File: src/rtl/seg_scan_drv_pkg.sv
// seg_pkg: shared definitions for the seven-segment scan driver.
//   seg_t      8-bit segment word {a,b,c,d,e,f,g,dp}, bit7 = a, bit0 = dp
//   SEG_A..SEG_DP  bit positions inside seg_t
//   GLYPH      16-entry hex glyph table, 7 bits {a..g} per nibble
//   SEG_OFF    all segments off (active-high sense)
package seg_pkg;

  typedef logic [7:0] seg_t;

  localparam int SEG_A  = 7;
  localparam int SEG_B  = 6;
  localparam int SEG_C  = 5;
  localparam int SEG_D  = 4;
  localparam int SEG_E  = 3;
  localparam int SEG_F  = 2;
  localparam int SEG_G  = 1;
  localparam int SEG_DP = 0;

  localparam seg_t SEG_OFF = 8'h00;

  localparam logic [6:0] GLYPH [16] = '{
    7'h7E, 7'h30, 7'h6D, 7'h79, 7'h33, 7'h5B, 7'h5F, 7'h70,
    7'h7F, 7'h7B, 7'h77, 7'h1F, 7'h4E, 7'h3D, 7'h4F, 7'h47
  };

endpackage

File: src/rtl/seg_scan_drv_decode.sv
// seg_hex_decode: combinational hex nibble + decimal point to segment word.
//   nib  in   4  hex digit
//   dp   in   1  decimal point
//   seg  out  8  {a..g, dp}, active-high
module seg_hex_decode
  import seg_pkg::*;
(
  input  logic [3:0] nib,
  input  logic       dp,
  output seg_t       seg
);

  always_comb begin
    seg                = SEG_OFF;
    seg[SEG_A:SEG_G]   = GLYPH[nib];
    seg[SEG_DP]        = dp;
  end

endmodule

File: src/rtl/seg_scan_drv.sv
// seg_scan_drv: time-multiplexed seven-segment driver with frame-aligned
// shadow register and optional leading-zero blanking.
//   clk         in   1            system clock
//   rst         in   1            synchronous active-high reset
//   en          in   1            scan enable; 0 = dark, counters frozen
//   load        in   1            strobe capturing value/dp into pending buffer
//   value       in   4*DIGITS     hex nibbles, value[3:0] = digit 0
//   dp          in   DIGITS       decimal points, dp[0] = digit 0
//   blank_lz    in   1            leading-zero blanking enable
//   seg_out     out  8            {a..g,dp}, polarity per ACTIVE_LOW
//   an_out      out  DIGITS       one-hot anode select, polarity per ACTIVE_LOW
//   frame_done  out  1            pulse in the first cycle a new shadow is live
module seg_scan_drv
  import seg_pkg::*;
#(
  parameter int DIGITS     = 8,
  parameter int DIV        = 1000,
  parameter bit ACTIVE_LOW = 1'b1
) (
  input  logic                  clk,
  input  logic                  rst,
  input  logic                  en,
  input  logic                  load,
  input  logic [4*DIGITS-1:0]   value,
  input  logic [DIGITS-1:0]     dp,
  input  logic                  blank_lz,
  output logic [7:0]            seg_out,
  output logic [DIGITS-1:0]     an_out,
  output logic                  frame_done
);

  localparam int IDX_W = (DIGITS > 1) ? $clog2(DIGITS) : 1;
  localparam int DIV_W = $clog2(DIV);

  localparam logic [IDX_W-1:0]  IDX_LAST = IDX_W'(DIGITS - 1);
  localparam logic [DIV_W-1:0]  DIV_LAST = DIV_W'(DIV - 1);
  localparam seg_t              SEG_DARK = {8{ACTIVE_LOW}};
  localparam logic [DIGITS-1:0] AN_DARK  = {DIGITS{ACTIVE_LOW}};

  function automatic seg_t pol_seg(input seg_t s);
    return ACTIVE_LOW ? ~s : s;
  endfunction

  function automatic logic [DIGITS-1:0] pol_an(input logic [DIGITS-1:0] a);
    return ACTIVE_LOW ? ~a : a;
  endfunction

  logic [DIV_W-1:0]    div_cnt;
  logic [IDX_W-1:0]    idx;
  logic [4*DIGITS-1:0] pend_val;
  logic [DIGITS-1:0]   pend_dp;
  logic                pend_vld;
  logic [4*DIGITS-1:0] shd_val;
  logic [DIGITS-1:0]   shd_dp;
  logic                wrap;

  assign wrap = en && (div_cnt == DIV_LAST) && (idx == IDX_LAST);

  // Scan counters
  always_ff @(posedge clk) begin
    if (rst) begin
      div_cnt <= '0;
      idx     <= '0;
    end else if (en) begin
      if (div_cnt == DIV_LAST) begin
        div_cnt <= '0;
        idx     <= (idx == IDX_LAST) ? '0 : idx + 1'b1;
      end else begin
        div_cnt <= div_cnt + 1'b1;
      end
    end
  end

  // Pending buffer and frame-aligned shadow; a load coinciding with the
  // wrap bypasses the pending buffer so it is visible in the new frame.
  always_ff @(posedge clk) begin
    if (rst) begin
      pend_val <= '0;
      pend_dp  <= '0;
      pend_vld <= 1'b0;
      shd_val  <= '0;
      shd_dp   <= '0;
    end else if (wrap) begin
      if (load) begin
        shd_val <= value;
        shd_dp  <= dp;
      end else if (pend_vld) begin
        shd_val <= pend_val;
        shd_dp  <= pend_dp;
      end
      pend_vld <= 1'b0;
    end else if (load) begin
      pend_val <= value;
      pend_dp  <= dp;
      pend_vld <= 1'b1;
    end
  end

  // Leading-zero mask: suffix-OR from the most significant nibble down.
  // Digit 0 is never blanked.
  logic [DIGITS-1:0] lz_blank;
  logic              nz_acc;

  always_comb begin
    lz_blank = '0;
    nz_acc   = 1'b0;
    for (int i = DIGITS - 1; i >= 0; i--) begin
      nz_acc      = nz_acc | (|shd_val[4*i +: 4]);
      lz_blank[i] = (i != 0) && blank_lz && !nz_acc;
    end
  end

  // Current digit mux
  logic [3:0]        cur_nib;
  logic              cur_dp;
  logic              cur_blank;
  logic [DIGITS-1:0] an_sel;
  seg_t              dec_seg;

  always_comb begin
    cur_nib   = '0;
    cur_dp    = 1'b0;
    cur_blank = 1'b0;
    an_sel    = '0;
    for (int i = 0; i < DIGITS; i++) begin
      if (idx == IDX_W'(i)) begin
        cur_nib   = shd_val[4*i +: 4];
        cur_dp    = shd_dp[i];
        cur_blank = lz_blank[i];
        an_sel[i] = 1'b1;
      end
    end
  end

  seg_hex_decode u_dec (
    .nib (cur_nib),
    .dp  (cur_dp),
    .seg (dec_seg)
  );

  // Output register stage (p1)
  seg_t              seg_p1;
  logic [DIGITS-1:0] an_p1;
  logic              fd_p1;

  always_ff @(posedge clk) begin
    if (rst) begin
      seg_p1 <= SEG_DARK;
      an_p1  <= AN_DARK;
      fd_p1  <= 1'b0;
    end else begin
      fd_p1 <= wrap;
      if (en && !cur_blank) begin
        seg_p1 <= pol_seg(dec_seg);
        an_p1  <= pol_an(an_sel);
      end else begin
        seg_p1 <= SEG_DARK;
        an_p1  <= AN_DARK;
      end
    end
  end

  assign seg_out    = seg_p1;
  assign an_out     = an_p1;
  assign frame_done = fd_p1;

endmodule

File: config.mk
export PLATFORM = sky130hd
export DESIGN_NAME = seg_scan_drv
export DESIGN_NICKNAME = d
export VERILOG_FILES = /design/src/rtl/seg_scan_drv_pkg.sv /design/src/rtl/seg_scan_drv_decode.sv /design/src/rtl/seg_scan_drv.sv
export SDC_FILE = /design/constraint.sdc
export NUM_CORES = 1
export LEC_CHECK = 0
export CAP_MARGIN = 40
export CORE_UTILIZATION = 55
export DETAILED_ROUTE_END_ITERATION = 10
export GPL_TIMING_DRIVEN = 0
export MAX_ROUTING_LAYER = met4
export PLACE_DENSITY = 0.79
export SLEW_MARGIN = 40
export SYNTH_ARGS = -nofsm -noshare
export SYNTH_HDL_FRONTEND = slang
export SYNTH_SLANG_ARGS = --single-unit
File: constraint.sdc
create_clock -name clk -period 3.25 [get_ports clk]
set_input_delay 0.4875 -clock clk [delete_from_list [all_inputs] [get_ports clk]]
set_output_delay 0.4875 -clock clk [all_outputs]
set_load 0.03 [all_outputs]
=== Word level (Yosys, flattened, before mapping) ===
Memory sizes are Yosys's and may differ from the RTL's.
Index checks and enable logic that the tools add are counted.

* Bitwise logic cells: 11
* Reduce and logical (&&, ||, !) cells: 32
* $add $sub $neg: 2
* Eq/ne operators: 8
* Muxes and demuxes: 39
* $lt $le $gt $ge: 1

{| class="wikitable"
|+ Operators by type and width
! cell !! count
|-
| $mux W32 || 2
|-
| $mux W4 || 8
|-
| $reduce_or A4 Y1 || 7
|-
| $mux W1 || 23
|-
| $mux W8 || 2
|-
| $not A8 Y8 || 2
|-
| $mux W7 || 2
|-
| $eq A3 B3 Y1 const B || 4
|-
| $add A10 B1 Y10 const B || 1
|-
| $eq A10 B10 Y1 const B || 1
|-
| $logic_and A1 B1 Y1 || 10
|-
| $mux W10 || 1
|-
| $logic_not A1 Y1 || 8
|-
| $eq A3 B2 Y1 const B || 2
|-
| $or A1 B1 Y1 || 6
|-
| $reduce_and A2 Y1 || 3
|-
| $ge A5 B5 Y1 const B || 1
|-
| $not A4 Y5 || 1
|-
| $reduce_or A2 Y1 || 2
|-
| $add A3 B1 Y3 const B || 1
|-
| $eq A3 B1 Y1 const B || 1
|-
| $logic_not A3 Y1 || 1
|-
| $mux W3 || 1
|-
| $not A1 Y1 || 2
|-
| $reduce_bool A2 Y1 || 1
|}

* Memory bits (read-only): 112
* Flip-flop bits (word level): 111
* Memories: 1
* Word-level logic and storage cells: 104
* Input bits: 45
* Output and inout bits: 17

{| class="wikitable"
|+ Memories
! name !! depth !! width !! rd ports !! clocked after memory_dff !! write ports !! line !! RTL
|-
| (no name shown) || 16 || 7 || 1 || 0 || 0 || seg_scan_drv_decode.sv:15 || <nowiki>seg[SEG_A:SEG_G] = GLYPH[nib];</nowiki>
|}

=== Longest topological paths before layout ===
Gate-level depths: netlist (run 1).

* Word-level depth: 20
* Gate-level depth with buffers: 14

=== Modules after synthesis ===
From an unflattened synthesis (run 1), not the netlist that was laid out.

* Cells, all modules: 593
* Area, all modules: 5,108.6 um^2

{| class="wikitable"
|+ Modules (own cells, without submodules)
! module !! seq. area each (um^2) !! area an instance (um^2) !! cells an instance !! instances
|-
| seg_scan_drv || 2,222.1 || 4,814.6 || 559 || 1
|-
| seg_hex_decode || 0.0 || 294.0 || 34 || 1
|}

=== Worst setup path before layout (run 1) ===
OpenSTA, ideal clock, no wires.

* Path type: reg-to-reg
* Start: reg idx[0]
* End: reg seg_p1[7], in the netlist seg_out[7]
* Slack: 0.723 ns
* Data required time: 3.131 ns
* Period minus slack after synthesis: 2.527 ns
* Arrival: 2.408 ns
* Stages on the path, launching flop included: 14
* Cells stage by stage: dfxtp_1 -> inv_1 -> ha_1 -> buf_2 -> a21oi_1 -> o21ai_0 -> nand3_1 -> nand3_1 -> o2bb2ai_1 -> a22o_1 -> ha_1 -> or4_1 -> o221ai_1 -> nand2_1

* Longest elaborated chain between the ends: 14
* Elaborated cells on any way between the ends: 32

{| class="wikitable"
|+ RTL lines
! what !! line !! RTL
|-
| start, declared || seg_scan_drv.sv:49 || <nowiki>logic [IDX_W-1:0] idx;</nowiki>
|-
| start signal, assigned || seg_scan_drv.sv:67 || <nowiki>idx <= (idx == IDX_LAST) ? '0 : idx + 1'b1;</nowiki>
|-
| $logic_not A3 Y1 || seg_scan_drv.sv:126 || <nowiki>if (idx == IDX_W'(i)) begin</nowiki>
|-
| $mux W4 (8 in a row) || seg_scan_drv.sv:126 ||
|-
| $not A4 Y5 (implied by the code) || seg_scan_drv_decode.sv:15 ||
|-
| $mem_v2 Z16 W7 || -- ||
|-
| $mux W7 (implied by the code) (2 in a row) || seg_scan_drv_decode.sv:15 ||
|-
| $not A8 Y8 || seg_scan_drv.sv:41 || <nowiki>return ACTIVE_LOW ? ~s : s;</nowiki>
|-
| end signal, assigned || seg_scan_drv.sv:154 || <nowiki>seg_p1 <= pol_seg(dec_seg);</nowiki>
|-
| end, declared || seg_scan_drv.sv:142 || <nowiki>seg_t seg_p1;</nowiki>
|}

Parallel ways exist; a longest one is shown, timed or not. The select of a mux whose other input is x is not followed.
A chain may end at the register's enable or synchronous reset.

=== Final worst setup path (run 1) ===
Same ends and word-level chain as after synthesis.

==> results list, run 1 <==
- Relative slew margins: 0.491
* Tcrit/Tclk final: 0.937
* Number of detailed-routing iterations run before antenna repair: 5
- The floorplan step set the die width to 99.9 um.
- Required time reported for the critical path endpoint: 3500 ps
- Of all flip-flops after synthesis, the portion carrying an async set or reset was 0.
* Root cell of the clock tree: sky130_fd_sc_hd__clkbuf_8
- Mean post-synth cell area: 8.91 sq um
- Clock-pin slew was measured on the worst setup and hold paths at 100 ps.
- TritonCTS clock tree: done
- Count of synthesis-stage warnings from yosys: 0
- In this run the core area contains 35 standard-cell rows.
- Placer's final routability congestion estimate: 0.923
- Setup repair after global routing left no endpoint under its margin.
- Number of distinct library cells after synthesis: 52
- Crit Path Max Fanout: 10
* Startpoint of the lowest-slack hold path: pend_val[30]$_SDFFE_PP0P_
- Total area of multi-input combinational cells: 0.00280 sq mm
* Max VDD drop: 0.206 mV
* Hold WC Path Type: flip-flop to flip-flop
* Post-layout total power: 2.52 mW
- Power density normalized to cell area: 405 mW/mm^2
- Die Footprint: 0.00999 sq mm
- Clock latency on the worst-skew pair, taken at its later pin, is 370 ps.
- After detailed routing, the wire length on met1 is 5400 um.
* Count of cells resized by post-cts repair: 0
* Share of cells above drive strength 1: 0.138
* Endpoint, Worst Hold: pend_val[30]$_SDFFE_PP0P_
- In this run the post-CTS setup repair buffer count came out at 0.
- The count of nets left with antenna violations once routing finished came out at 0.
* H-Tree Level Count: 3
- In this run the cell area of the synthesized design comes to 0.00528 sq mm.
- Data on the critical path arrives at its endpoint at 3300 ps.
* HPWL after DPL: 9180 um
* Commonest cells after routing, fill and taps aside: sky130_fd_sc_hd__nand2_1, sky130_fd_sc_hd__dfxtp_1, sky130_fd_sc_hd__nor2_1, sky130_fd_sc_hd__clkdlybuf4s50_1, sky130_fd_sc_hd__a21oi_1
- Vias in the first global route: 4277
- Worst Reg2Reg Path Length in Cells: 13
- Average routed wire per standard cell: 15.2 um
- Met2 Routed Length: 5920 um
- The final layout contains 719 nets.
* Total via count in the routed design: 4415
- Area growth, synth to finish: 18.2%
- Synthesis produced 592 cells.
* Most common library cell in the layout ignoring fill and taps: sky130_fd_sc_hd__nand2_1
- In the final timing run, aggregate negative setup slack is 0 ps.
- The synthesized design contains 111 register bits.
- Overall fraction of global-route tracks in use: 0.257
* Result of the run: complete, no violations
- The tool flagged a number of max-cap violations equal to 0.
- Between clock sinks in the finished design, the worst skew comes to 12.2 ps.
- Highest routing layer actually used: met4
* Final worst slack: 205 ps
- Placed instance count: 779
- In this run the critical register-to-register path is captured at seg_out[7]$_SDFF_PP1_.
* Worst-margin pin slew: 763 ps
* Number of filler instances in the final layout: 804
- Number of top-level pins: 62
* Count of hold-fix buffers inserted at cts: 0
* Number of enable-type register cells in the synthesized netlist: 0
- The initial utilization of the core area, before any placement, comes to 0.568.
* Max Buffers Root-to-Sink: 2
- After detailed routing, the number of vias per cell comes to 5.55.
- Buffers added on ports: 58
- The count of endpoints failing hold in the final timing report is 0.
- Number of antenna cells inserted: 0
- Register cell area after layout: 0.00222 sq mm
- Routed met3 length: 556 um
- TritonCTS created 9 clock buffers.
- The worst register-to-register path begins at idx[0]$_SDFFE_PP0P_.
* Sum of overflow across all layers after global routing: 0
- For the finished layout, the period the worst path requires is 3040 ps.
- Of the synthesized area, sequential elements account for 0.421.
- STA classifies the critical path endpoint as a flip-flop.
* Maximum frequency from static timing analysis: 0.328 GHz
- Static power due to leakage: 2.31 nW
- Clk sinks: 111
- When the netlist entered floorplanning its net count stood at 650.
- Max Slew Vio Count: 0
* Path type of the worst setup path: flip-flop to flip-flop
- The worst setup path is launched from a flip-flop.
- Post-detailed-route DRC marker count: 0
* Maximum number of pins on one net before global-route repair: 19
* Setup-violating endpoint count in the final report: 0
- The number of antenna violations at the first check in global routing is 0.
- Core Box Area: 0.00928 sq mm
- Primary FF master, synth: sky130_fd_sc_hd__dfxtp_1
- Initial detailed-routing violation count: 214
- Final Instance Count excl. Fillers: 795
* Chip Height: 99.9 um
* Global-route wire length before repair: 19900 um
- Counting instances, the worst hold path has a depth of 2.
- Before CTS, the worst setup slack after placement is 256 ps.
- Across all register-to-register paths, the minimum setup slack is 210 ps.
- Wires add up to 12100 um.
per-stage QoR:
stage / hold WS [ps] / instance area (sq um) / utilization
after CTS: 460 / 6230 / 0.671
final: 460 / 6230 / 0.671
after global routing: 479 / 6230 / 0.671
after floorplan: 436 / 5280 / -
after global placement: 441 / 6020 / 0.648
after detailed placement: 446 / 6020 / 0.648
report_power, final:
part	total [mW]	leakage [nW]	switching (mW)	internal (mW)
combinational	0.235	1.30	0.129	0.106
sequential	1.41	0.905	0.0161	1.39
clock	0.878	0.104	0.472	0.405
cell type report:
class | count | share of cell area
Tap cell | 129 | 0.0259
Buffer | 46 | 0.0357
Timing Repair Buffer | 58 | 0.0931
Sequential cell | 111 | 0.356
Clock inverter | 5 | 0.0104
Clock buffer | 11 | 0.0243
Multi-Input combinational cell | 426 | 0.449
Inverter | 9 | 0.00542
logic make-up after synthesis:
| family | count (synthesis) | share of synthesized area |
|---|---|---|
| compound gates | 134 | 0.203 |
| xor+xnor | 9 | 0.0149 |
| fa+ha+maj | 13 | 0.0308 |
| buf+inv | 55 | 0.0486 |
| flops | 111 | 0.421 |
| mux | 50 | 0.0954 |
| simple gates | 220 | 0.186 |
flip-flops by register name, indices dropped and copies added (netlist names):
name        cells
an_out          8
div_cnt        10
frame_done      1
idx             3
pend_dp         8
pend_val       32
pend_vld        1
seg_out         8
shd_dp          8
shd_val        32
layer usage:
| metal | vias to the layer above | track usage |
|---|---|---|
| li1 | 2190 | - |
| met1 | 2084 | 0.318 |
| met2 | 124 | 0.436 |
| met3 | 17 | 0.0327 |
| met4 | 0 | 0.0803 |
| met5 | - | - |
how the worst max path moves through the flow:
stage	cells past startpoint	endpoint	slack, ps	startpoint
floorplan	13	seg_out[7]$_SDFF_PP1_	720	idx[0]$_SDFFE_PP0P_
global placement	11	seg_out[7]$_SDFF_PP1_	300	idx[0]$_SDFFE_PP0P_
detailed placement	13	seg_out[7]$_SDFF_PP1_	260	idx[0]$_SDFFE_PP0P_
CTS	13	seg_out[7]$_SDFF_PP1_	230	idx[0]$_SDFFE_PP0P_
global route	13	seg_out[7]$_SDFF_PP1_	60	idx[0]$_SDFFE_PP0P_
finish	13	seg_out[7]$_SDFF_PP1_	210	idx[0]$_SDFFE_PP0P_
synth_stat cells, types with 2 or more instances:
| cell | n | area (sq um) |
|---|---|---|
| sky130_fd_sc_hd__and3_1 | 2 | 12.5 |
| sky130_fd_sc_hd__nor2b_1 | 2 | 12.5 |
| sky130_fd_sc_hd__mux2i_1 | 48 | 480 |
| sky130_fd_sc_hd__nand4_1 | 2 | 12.5 |
| sky130_fd_sc_hd__a21oi_1 | 53 | 265 |
| sky130_fd_sc_hd__nor4_1 | 8 | 50.1 |
| sky130_fd_sc_hd__inv_1 | 9 | 33.8 |
| sky130_fd_sc_hd__xnor2_1 | 4 | 35.0 |
| sky130_fd_sc_hd__a211oi_2 | 40 | 500 |
| sky130_fd_sc_hd__o21ai_0 | 11 | 55.1 |
| sky130_fd_sc_hd__a31oi_1 | 2 | 12.5 |
| sky130_fd_sc_hd__nand2b_1 | 6 | 37.5 |
| sky130_fd_sc_hd__dfxtp_1 | 111 | 2220 |
| sky130_fd_sc_hd__buf_4 | 7 | 52.6 |
| sky130_fd_sc_hd__buf_2 | 19 | 95.1 |
| sky130_fd_sc_hd__o2bb2ai_1 | 2 | 17.5 |
| sky130_fd_sc_hd__a211oi_1 | 2 | 15.0 |
| sky130_fd_sc_hd__nor4_4 | 2 | 42.5 |
| sky130_fd_sc_hd__nand3_1 | 11 | 55.1 |
| sky130_fd_sc_hd__nor2_1 | 62 | 233 |
| sky130_fd_sc_hd__mux2_2 | 2 | 22.5 |
| sky130_fd_sc_hd__ha_1 | 13 | 163 |
| sky130_fd_sc_hd__a32o_1 | 3 | 30.0 |
| sky130_fd_sc_hd__nand2_1 | 113 | 424 |
| sky130_fd_sc_hd__clkbuf_1 | 20 | 75.1 |
| sky130_fd_sc_hd__o211ai_1 | 4 | 30.0 |
| sky130_fd_sc_hd__nor3b_1 | 2 | 15.0 |
| sky130_fd_sc_hd__and2_1 | 2 | 12.5 |
| sky130_fd_sc_hd__o221ai_1 | 3 | 26.3 |
| sky130_fd_sc_hd__xor2_1 | 5 | 43.8 |
worst max-delay path: stages, from the launching register on:
cell and delay [ps]:
sky130_fd_sc_hd__dfxtp_1 420, sky130_fd_sc_hd__inv_1 90, sky130_fd_sc_hd__ha_1 340, sky130_fd_sc_hd__buf_2 270, sky130_fd_sc_hd__a21oi_1 130, sky130_fd_sc_hd__o21ai_0 100
sky130_fd_sc_hd__nand3_1 90, sky130_fd_sc_hd__nand3_1 100, sky130_fd_sc_hd__o2bb2ai_1 170, sky130_fd_sc_hd__a22o_1 280, sky130_fd_sc_hd__ha_1 260, sky130_fd_sc_hd__or4_1 520
sky130_fd_sc_hd__o221ai_1 80, sky130_fd_sc_hd__nand2_1 80
Note: power is estimated with default switching activity, not from simulation.
==> inputs of run 2 (changes only) <==
--- a/config.mk
+++ b/config.mk
@@ -6,12 +6,14 @@
 export NUM_CORES = 1
 export LEC_CHECK = 0
 export CAP_MARGIN = 40
-export CORE_UTILIZATION = 55
+export CORE_ASPECT_RATIO = 1.2
+export CORE_UTILIZATION = 56
 export DETAILED_ROUTE_END_ITERATION = 10
 export GPL_TIMING_DRIVEN = 0
 export MAX_ROUTING_LAYER = met4
-export PLACE_DENSITY = 0.79
+export PLACE_DENSITY = 0.8
 export SLEW_MARGIN = 40
 export SYNTH_ARGS = -nofsm -noshare
 export SYNTH_HDL_FRONTEND = slang
 export SYNTH_SLANG_ARGS = --single-unit
+export TNS_END_PERCENT = 30
==> run 2 against run 1 <==
Compared with the run above: largest cell class unchanged; utilization grew 1.4 points; first-iteration DRC count increased by 8.9%; combinational power barely moved; fmax is 0.38% lower; sequential cell count stayed put; largest power group unchanged.
==> results list, run 2 (synthesis gave the netlist of run 1 again) <==
* Commonest cells after routing, fill and taps aside: sky130_fd_sc_hd__nand2_1, sky130_fd_sc_hd__dfxtp_1, sky130_fd_sc_hd__nor2_1, sky130_fd_sc_hd__clkdlybuf4s50_1, sky130_fd_sc_hd__a21oi_1 (unchanged)
- The count of boundary I/O pins is 62 (unchanged).
* Final cell area excluding filler cells: 0.00623 sq mm (about the same)
- The pin slew with the least headroom to its limit came to 757 ps (was 763 ps).
- The kind of capture point of the worst setup path is a flip-flop (unchanged).
- The max capacitance violation total is 0 (unchanged).
* Final cell utilization of the core: 0.686 (was 0.671)
- Startpoint type of the worst setup path: flip-flop (unchanged)
- Overall fraction of global-route tracks in use: 0.277 (was 0.257)
* Buffer and inverter count on the worst path: 2 (unchanged)
- Number of core rows: 38 (was 35)
- Starting utilization of the core area: 0.581 (was 0.568)
- The cell area after placement came to 0.00601 sq mm (was 0.00602 sq mm).
- The global-route met3 utilization was 0.0309 (was 0.0327).
- Area growth, synth to finish: 18.1% (was 18.2%)
* TritonCTS clock tree: done (unchanged)
* Biggest regs: pend_val: 32 flops, shd_val: 32 flops, div_cnt: 10 flops (unchanged)
- Placer's final routability congestion estimate: 0.920 (was 0.923)
- Post-detailed-route DRC marker count: 0 (unchanged)
* Required time reported for the critical path endpoint: 3510 ps (was 3500 ps)
- The overflow left after global routing is 0 (unchanged).
* Number of filler instances in the final layout: 757 (was 804)
- The register-to-register setup slack was 190 ps (was 210 ps).
- Setup TNS: 0 ps (unchanged)
- Met1 routing resource usage after global routing: 0.334 (was 0.318)
* Max VDD drop: 0.245 mV (was 0.206 mV)
- Final min period: 3060 ps (was 3040 ps)
* Core Box Area: 0.00908 sq mm (was 0.00928 sq mm)
- The post-cts repair resize count came to 0 (unchanged).
- Number of buffers created by CTS: 9 (unchanged)
- The maximum number of pins on one net before global-route repair is 19 (unchanged).
- The delay of the slowest critical-path stage is 530 ps (was 520 ps).
- Total via count in the routed design: 4426 (was 4415)
- The relative slew slack came to 0.495 (was 0.491).
- The fraction of final layout cells sized beyond drive strength 1 came to 0.137 (was 0.138).
- The cell at the root of the clock tree is sky130_fd_sc_hd__clkbuf_8 (unchanged).
- The total power consumption of the routed design was 2.56 mW (was 2.52 mW).
- The horizontal die dimension is 90.6 um (was 99.9 um).
- Tcrit/Tclk final: 0.940 (was 0.937)
* Static power due to leakage: 2.31 nW (about the same)
* Arrival time at the worst endpoint: 3320 ps (was 3300 ps)
- The number of buffers added for setup after CTS is 0 (unchanged).
- Crit-path cells: inv_1, ha_1, buf_2, a21oi_1, o21ai_0, nand3_1, nand3_1, o2bb2ai_1, a22o_1, ha_1, or4_1, o221ai_1, nand2_1 (unchanged).
* Clk sinks: 111 (unchanged)
- Final net count: 719 (unchanged)
- The critical-path maximum fanout came to 10 (unchanged).
- Most common library cell in the layout ignoring fill and taps: sky130_fd_sc_hd__nand2_1 (unchanged)
- The slowest library cell on the worst path is sky130_fd_sc_hd__or4_1 (unchanged).
* Die Footprint: 0.00981 sq mm (was 0.00999 sq mm)
- Vias per Instance: 5.63 (was 5.55)
- Count of hold-fix buffers inserted at cts: 0 (unchanged)
- The final setup violation count was 0 (unchanged).
- The setup slack of the critical path after layout is 194 ps (was 205 ps).
* Power density normalized to cell area: 411 mW/mm^2 (was 405 mW/mm^2)
* Clk pin slew, worst setup/hold paths: 110 ps (was 100 ps)
- The DRC violation total after the first TritonRoute iteration came to 233 (was 214).
- Global route hottest layer: met2 (unchanged)
* Buffers added on ports: 58 (unchanged)
- The die boundary height was 108 um (was 99.9 um).
* Clock latency of the later-clocked register in the worst-skew pair: 380 ps (was 370 ps)
- The worst slack at placement is 257 ps (was 256 ps).
- Global-route wire length before repair: 20800 um (was 19900 um)
- The via count of the first global-routing pass came to 4271 (was 4277).
* Met2 routing resource usage after global routing: 0.471 (was 0.436)
- The routed length per instance is 15.8 um (was 15.2 um).
* CP delay by family, top: simple AND/OR/NAND/NOR gates (unchanged)
* Number of antenna violations at the first check in global routing: 0 (unchanged)
* Maximum frequency from static timing analysis: 0.327 GHz (was 0.328 GHz)
- Total Routed Length: 12400 um (was 12100 um)
* Result of the run: complete, no violations (unchanged)
- Number of detailed-routing iterations run before antenna repair: 5 (unchanged)
* Hold WC Path Type: flip-flop to flip-flop (unchanged)
- RSZ-0062 raised after global routing: no (unchanged)
- HPWL after DPL: 9120 um (was 9180 um)
* Final clock skew: 14.3 ps (was 12.2 ps)
- The maximum count of clock buffers along a single path is 2 (unchanged).
- H-Tree Level Count: 3 (unchanged)
- Max Slew Vio Count: 0 (unchanged)
* Number of antenna cells inserted: 0 (unchanged)
- The critical path class is flip-flop to flip-flop (unchanged).
- The count of endpoints failing hold in the final timing report is 0 (unchanged).
* Final ANT Viol Nets: 0 (unchanged)
-- run 2: cell types whose count changed in the layout (fill, tap and decap cells not counted), sizes merged --
| cell | previous run | this run |
|---|---|---|
| bufinv | 1 | 2 |
| clkbuf | 31 | 30 |
| clkinv | 1 | 2 |
| clkinvlp | 2 | 1 |
-- run 2: power breakdown --
part | internal, mW | switching (mW) | leakage [nW]
sequential | 1.39 | 0.0159 | 0.905
combinational | 0.106 | 0.131 | 1.30
clock | 0.440 | 0.472 | 0.107
total | 1.94 | 0.619 | 2.31
-- run 2: stage by stage --
| stage | hold WS, ps | cells |
|---|---|---|
| final | 459 | 786 |
| after CTS | 461 | 786 |
| after global routing | 476 | 786 |
| after floorplan | 436 | 592 |
| after global placement | 441 | 770 |
| after detailed placement | 446 | 770 |
-- run 2: tightest hold or removal path, delay by kind of cell, from the launching register on --
kind            cells  cell delay (ps)
compound gates      1               50
simple gates        1               50
flops               1              320
-- run 2: area by class of cell --
cell class / count / area (sq um) / share of cell area
timing repair buffer: 58 / 581 / 0.0932
buffer: 46 / 223 / 0.0358
clock inverter: 6 / 93.8 / 0.0151
multi-input combinational: 426 / 2800 / 0.449
tap: 120 / 150 / 0.0241
clock buffer: 10 / 128 / 0.0205
inverter: 9 / 33.8 / 0.00542
sequential: 111 / 2220 / 0.357
-- run 2: metal layers --
layer | up-vias | wire length, um
met3 | 20 | 404
met2 | 111 | 6360
met5 | - | 0
met1 | 2098 | 5370
met4 | 0 | 261
li1 | 2197 | -
-- run 2: worst paths after layout --
| path | to | cells past startpoint | start |
|---|---|---|---|
| worst max-delay path | seg_out[7]$_SDFF_PP1_ | 13 | idx[0]$_SDFFE_PP0P_ |
| worst min-delay path | pend_val[26]$_SDFFE_PP0P_ | 2 | pend_val[26]$_SDFFE_PP0P_ |
| worst max register to register | seg_out[7]$_SDFF_PP1_ | 13 | idx[0]$_SDFFE_PP0P_ |
| worst min register to register | pend_val[26]$_SDFFE_PP0P_ | 2 | pend_val[26]$_SDFFE_PP0P_ |
==> inputs of run 3 (changes only) <==
--- a/config.mk
+++ b/config.mk
@@ -10,6 +10,7 @@
 export CORE_UTILIZATION = 56
 export DETAILED_ROUTE_END_ITERATION = 10
 export GPL_TIMING_DRIVEN = 0
+export HOLD_SLACK_MARGIN = 0.02
 export MAX_ROUTING_LAYER = met4
 export PLACE_DENSITY = 0.8
 export SLEW_MARGIN = 40
==> results of run 3 <==
Final layout, timing and power as in run 2 (identical DEF).
==> patch 1, RTL diff (settings of run 3) <==
The output `frame_done` loses its register stage (`fd_p1` becomes a continuous assignment).
--- a/src/rtl/seg_scan_drv.sv
+++ b/src/rtl/seg_scan_drv.sv
@@ -147,9 +147,7 @@
     if (rst) begin
       seg_p1 <= SEG_DARK;
       an_p1  <= AN_DARK;
-      fd_p1  <= 1'b0;
     end else begin
-      fd_p1 <= wrap;
       if (en && !cur_blank) begin
         seg_p1 <= pol_seg(dec_seg);
         an_p1  <= pol_an(an_sel);
@@ -160,6 +158,8 @@
     end
   end
 
+  assign fd_p1 = wrap;
+
   assign seg_out    = seg_p1;
   assign an_out     = an_p1;
   assign frame_done = fd_p1;
Function: no difference found for any inputs over 10 cycles, from zero or initial values and one cycle with rst high; that may be too few to reach the edited logic, so the function may still have changed.
==> patch 1 against run 3 <==
- count of clock-buffer cells in the layout increased by 1
- synthesized area shrank 0.69%
- power down 7.6%
- wire length down 1.6%
- die area decreased by 0.68%
- final area fell by 1.5%
- clock power down 20%
- setup slack better by 34 ps
- sequential cell count fell by 1
- maximum frequency up 1.1%
- core utilization shrank 1.0 points
- critical endpoint unchanged
- largest power group unchanged
==> patch 1: results (changes against run 3) <==
The routed length on met2 is 5990 um (-5.8%). The fraction of the mapped netlist area in adder cells came out at 3.10% (+0.021 points). The pin count of the biggest net entering global routing is 17 (-2). The commonest cells after synthesis are sky130_fd_sc_hd__dfxtp_1 (110), sky130_fd_sc_hd__nand2_1 (110), sky130_fd_sc_hd__nor2_1 (62). The total of fill cells in the finished design came out at 747 (-1.3%). The global-route wire length before repair came to 20300 um (-2.3%).

The peak supply drop is 200 uV (-18%). The DRC marker count from the first detailed-route iteration is 287 (+23%). The sum of routed wire segments on met1 is 5330 um (-0.76%).

The routed wire length came to 12200 um (-1.6%). The pre-CTS setup slack was 283 ps (+26.3 ps). The minimum setup slack in the final design came out at 228 ps (+33.8 ps). The global routing usage summed across all routing layers is 26.8% (-0.86 points).

The per-instance average area after synthesis is 8.91 um^2 (about the same). The met3 routed wirelength came out at 537 um (+33%). The fraction of final layout cells with drive strength greater than 1 is 13.0% (-0.65 points). The number of levels in the clock H-tree came out at 3 (unchanged).

The final clock skew came out at 11.5 ps (-2.76 ps). The post-synthesis compound-gate area fraction is 20.2% (-0.075 points). The post-place instance area came out at 5970 um^2 (-0.60%). Ranked by total cell area, the synthesized netlist is headed by sky130_fd_sc_hd__dfxtp_1 (42%), sky130_fd_sc_hd__a211oi_2 (9.6%), sky130_fd_sc_hd__mux2i_1 (9.2%), sky130_fd_sc_hd__nand2_1 (7.9%), sky130_fd_sc_hd__a21oi_1 (5.2%). The hold path startpoint is pend_val[22]$_SDFFE_PP0P_. The HPWL after detailed placement is 9000 um (-1.3%).

The reported net switching power came out at 0.584 mW (-5.6%). The minimum hold slack came out at 458 ps (-0.992 ps). The clock tree buffer depth came out at 2 (unchanged). The share of cell area taken by muxes after synthesis is 9.60% (+0.066 points).

The flow ran to the end, and the final reports show no timing, DRC or antenna violations. The net count after synthesis is 646 (-0.62%). The number of distinct library cells after synthesis came out at 53 (+1.9%).

The synthesized-area fraction occupied by xor and xnor cells is 1.50% (+0.010 points). The per-cell routed wire length is 15.6 um (-1.0%). The data arrival time of the critical path came out at 3290 ps (-30 ps). The cell count after placement is 766 (-0.52%). The worst relative slew slack was 46.4% (-3.1 points). The via count of the first global-routing pass is 4300 (+0.68%). The routability-driven placement congestion ratio came to 0.908 (-1.3%). The number of vias after detailed routing is 4405 (-0.47%). The share of the yosys chip area belonging to registers is 42.0% (-0.090 points).
==> patch 1: cell families (layout without fill, tap and decap cells) <==
family                   Yosys count  in the layout
buffers and inverters             53            126
multiplexers                      50             50
adder cells (fa/ha/maj)           13             13
AND/OR/NAND/NOR                  220            220
flip-flops                       110            110
XOR/XNOR                           9              9
AO/OA/AOI/OAI                    133            133
==> patch 1: power by group through the flow <==
stage	sequential [mW]	combinational, mW	clock [mW]
finish	1.40	0.237	0.729
detailed placement	1.43	0.237	0
global route	1.40	0.258	0.803
CTS	1.40	0.239	0.743
global placement	1.43	0.231	0
floorplan	1.44	0.127	0
==> patch 1: through the flow <==
step	utilization, %	total power [mW]
final	67.6	2.37
after global routing	67.6	2.46
after detailed placement	65.7	1.67
after CTS	67.6	2.38
after global placement	65.7	1.66
after floorplan	-	1.56
==> patch 1: worst reg2reg max path: cells and delay by family (launching register included) <==
kind / cells / cell delay [ps]
AND/OR/NAND/NOR: 4 / 810
flip-flops: 1 / 430
AO/OA/AOI/OAI: 5 / 740
adder cells (fa/ha/maj): 2 / 580
buffers and inverters: 2 / 340
==> patch 1: timing repair <==
action	CTS	global route
hold endpoints to repair	0	0
setup endpoints to repair	0	1
resized for setup	0	2
==> patch 1: layout make-up <==
cell class                      count  area (um^2)  area share (%)
Sequential cell                   110         2200            35.9
Clock inverter                      4         23.8           0.387
Multi-Input combinational cell    425         2770            45.1
Timing Repair Buffer               58          581            9.46
Clock buffer                       11          141            2.30
Inverter                            9         33.8           0.551
Buffer                             44          234            3.81
Tap cell                          120          150            2.45
==> patch 1: per-layer routing <==
| layer | track usage [%] | up-vias |
|---|---|---|
| met4 | 12.1 | 0 |
| met5 | - | - |
| li1 | - | 2181 |
| met1 | 31.3 | 2069 |
| met3 | 4.71 | 32 |
| met2 | 45.4 | 123 |
==> patch 1: final timing paths <==
path                          endpoint  depth (start not counted)
min reg2reg  pend_val[22]$_SDFFE_PP0P_                          2
max              seg_out[7]$_SDFF_PP1_                         13
min          pend_val[22]$_SDFFE_PP0P_                          2
max reg2reg      seg_out[7]$_SDFF_PP1_                         13
==> patch 2, RTL diff (settings of run 3) <==
Made on the original files. `DIV`: 1000 -> 500.
--- a/src/rtl/seg_scan_drv.sv
+++ b/src/rtl/seg_scan_drv.sv
@@ -14,7 +14,7 @@
   import seg_pkg::*;
 #(
   parameter int DIGITS     = 8,
-  parameter int DIV        = 1000,
+  parameter int DIV        = 500,
   parameter bit ACTIVE_LOW = 1'b1
 ) (
   input  logic                  clk,
Behaviour: same outputs for any inputs over 10 cycles, from zero or initial values and one cycle with rst high; that may be too few to reach the edited logic, so the function may still have changed.
==> patch 2 against run 3 <==
- non-clock buffer count decreased by 1
- synthesized cell count decreased by 1.9%
- synthesized area decreased by 0.71%
- largest power group unchanged
- critical endpoint unchanged
- setup slack improved by 68 ps
- critical path type unchanged
- die area decreased by 0.70%
- wire length decreased by 0.47%
- maximum frequency increased by 2.3%
- power decreased by 3.5%
- sequential cell count decreased by 1
- critical path depth unchanged
- global-route usage decreased by 0.43 points
- hold slack got worse by 1.7 ps
- final area decreased by 0.98%
- clock power decreased by 9.0%
==> patch 2: results (changes against run 3) <==
The cell count after placement was 759 (-1.4%). The met1 capacity usage during global routing came to 31.0% (-2.3 points). The hold path startpoint is pend_val[28]$_SDFFE_PP0P_. The clock transition at the register clock pins on the worst setup and hold paths after CTS came out at 90 ps (-20 ps). The multi-input logic cell count came out at 416 (-2.3%). The detailed-route vias per instance is 5.62 (-0.23%). The share of the yosys chip area belonging to registers was 42.0% (-0.080 points). The buffer count excluding the clock tree in the final layout came out at 103 (-0.96%).

In the final layout, the registers with the most flip-flops are pend_val: 32 flops, shd_val: 32 flops, div_cnt: 9 flops. The number of distinct library cells after synthesis is 50 (-3.8%). The routing usage on met2 was 47.5% (+0.47 points). The net count after synthesis is 639 (-1.7%).

The number of instances in the synthesized netlist is 581 (-1.9%). The number of search-and-repair iterations in the first detailed-routing pass came out at 4 (-1). The met3 routed wirelength came to 431 um (+6.7%). The total of fill cells in the finished design came out at 745 (-1.6%).

The run finished with clean final reports. The count of placed standard cells in the final layout, fillers left out is 773 (-1.7%). The final clock skew was 11.6 ps (-2.73 ps). The net switching fraction of the power is 23.8% (-0.41 points).

The routing usage on met3 came out at 4.08% (+0.98 points). The routability-driven placement congestion ratio is 0.867 (-5.8%). The HPWL after detailed placement is 9360 um (+2.7%). The setup slack of the most critical reg-to-reg path is 260 ps (+70 ps). The fraction of area in clock buffers and inverters was 3.17% (-0.39 points). The peak supply drop is 327 uV (+34%).

The pin slew with the least headroom to its limit was 818 ps (+61.1 ps). The via count of the first global-routing pass is 4365 (+2.2%). The multi-input logic portion of the cell area is 44.3% (-0.59 points).

The final-layout clock buffer total is 11 (+1). The routed wire length came out at 12300 um (-0.47%). The path with the worst hold slack has its endpoint at pend_val[28]$_SDFFE_PP0P_.

The leakage power total came out at 2.31 nW (-0.12%). The fraction of area in registers is 35.7% (about the same). The global-route wire length before repair is 20500 um (-1.5%). The global routing usage summed across all routing layers is 27.3% (-0.43 points). The sum of routed wire segments on met1 is 5300 um (-1.2%).
[patch 2: metrics by stage]
| step | hold slack (ps) | cell area (um^2) | total power [mW] | worst slack, ps | util [%] |
|---|---|---|---|---|---|
| 2_1_floorplan | 436 | 5240 | 1.57 | 723 | - |
| 3_3_place_gp | 440 | 5970 | 1.66 | 334 | 65.7 |
| 3_5_place_dp | 446 | 5970 | 1.67 | 158 | 65.7 |
| 4_1_cts | 458 | 6160 | 2.48 | 153 | 67.9 |
| 5_1_grt | 478 | 6170 | 2.57 | 52.1 | 67.9 |
| 6_report | 457 | 6170 | 2.47 | 262 | 67.9 |
[patch 2: logic make-up after synthesis]
logic type	synth area share [%]
buffers and inverters	5.83
muxes	9.60
adders and majority gates	3.11
DFF	42.0
xor gates and xnor gates	1.50
AOI/OAI and AO/OA	20.1
and+or+nand+nor	17.8
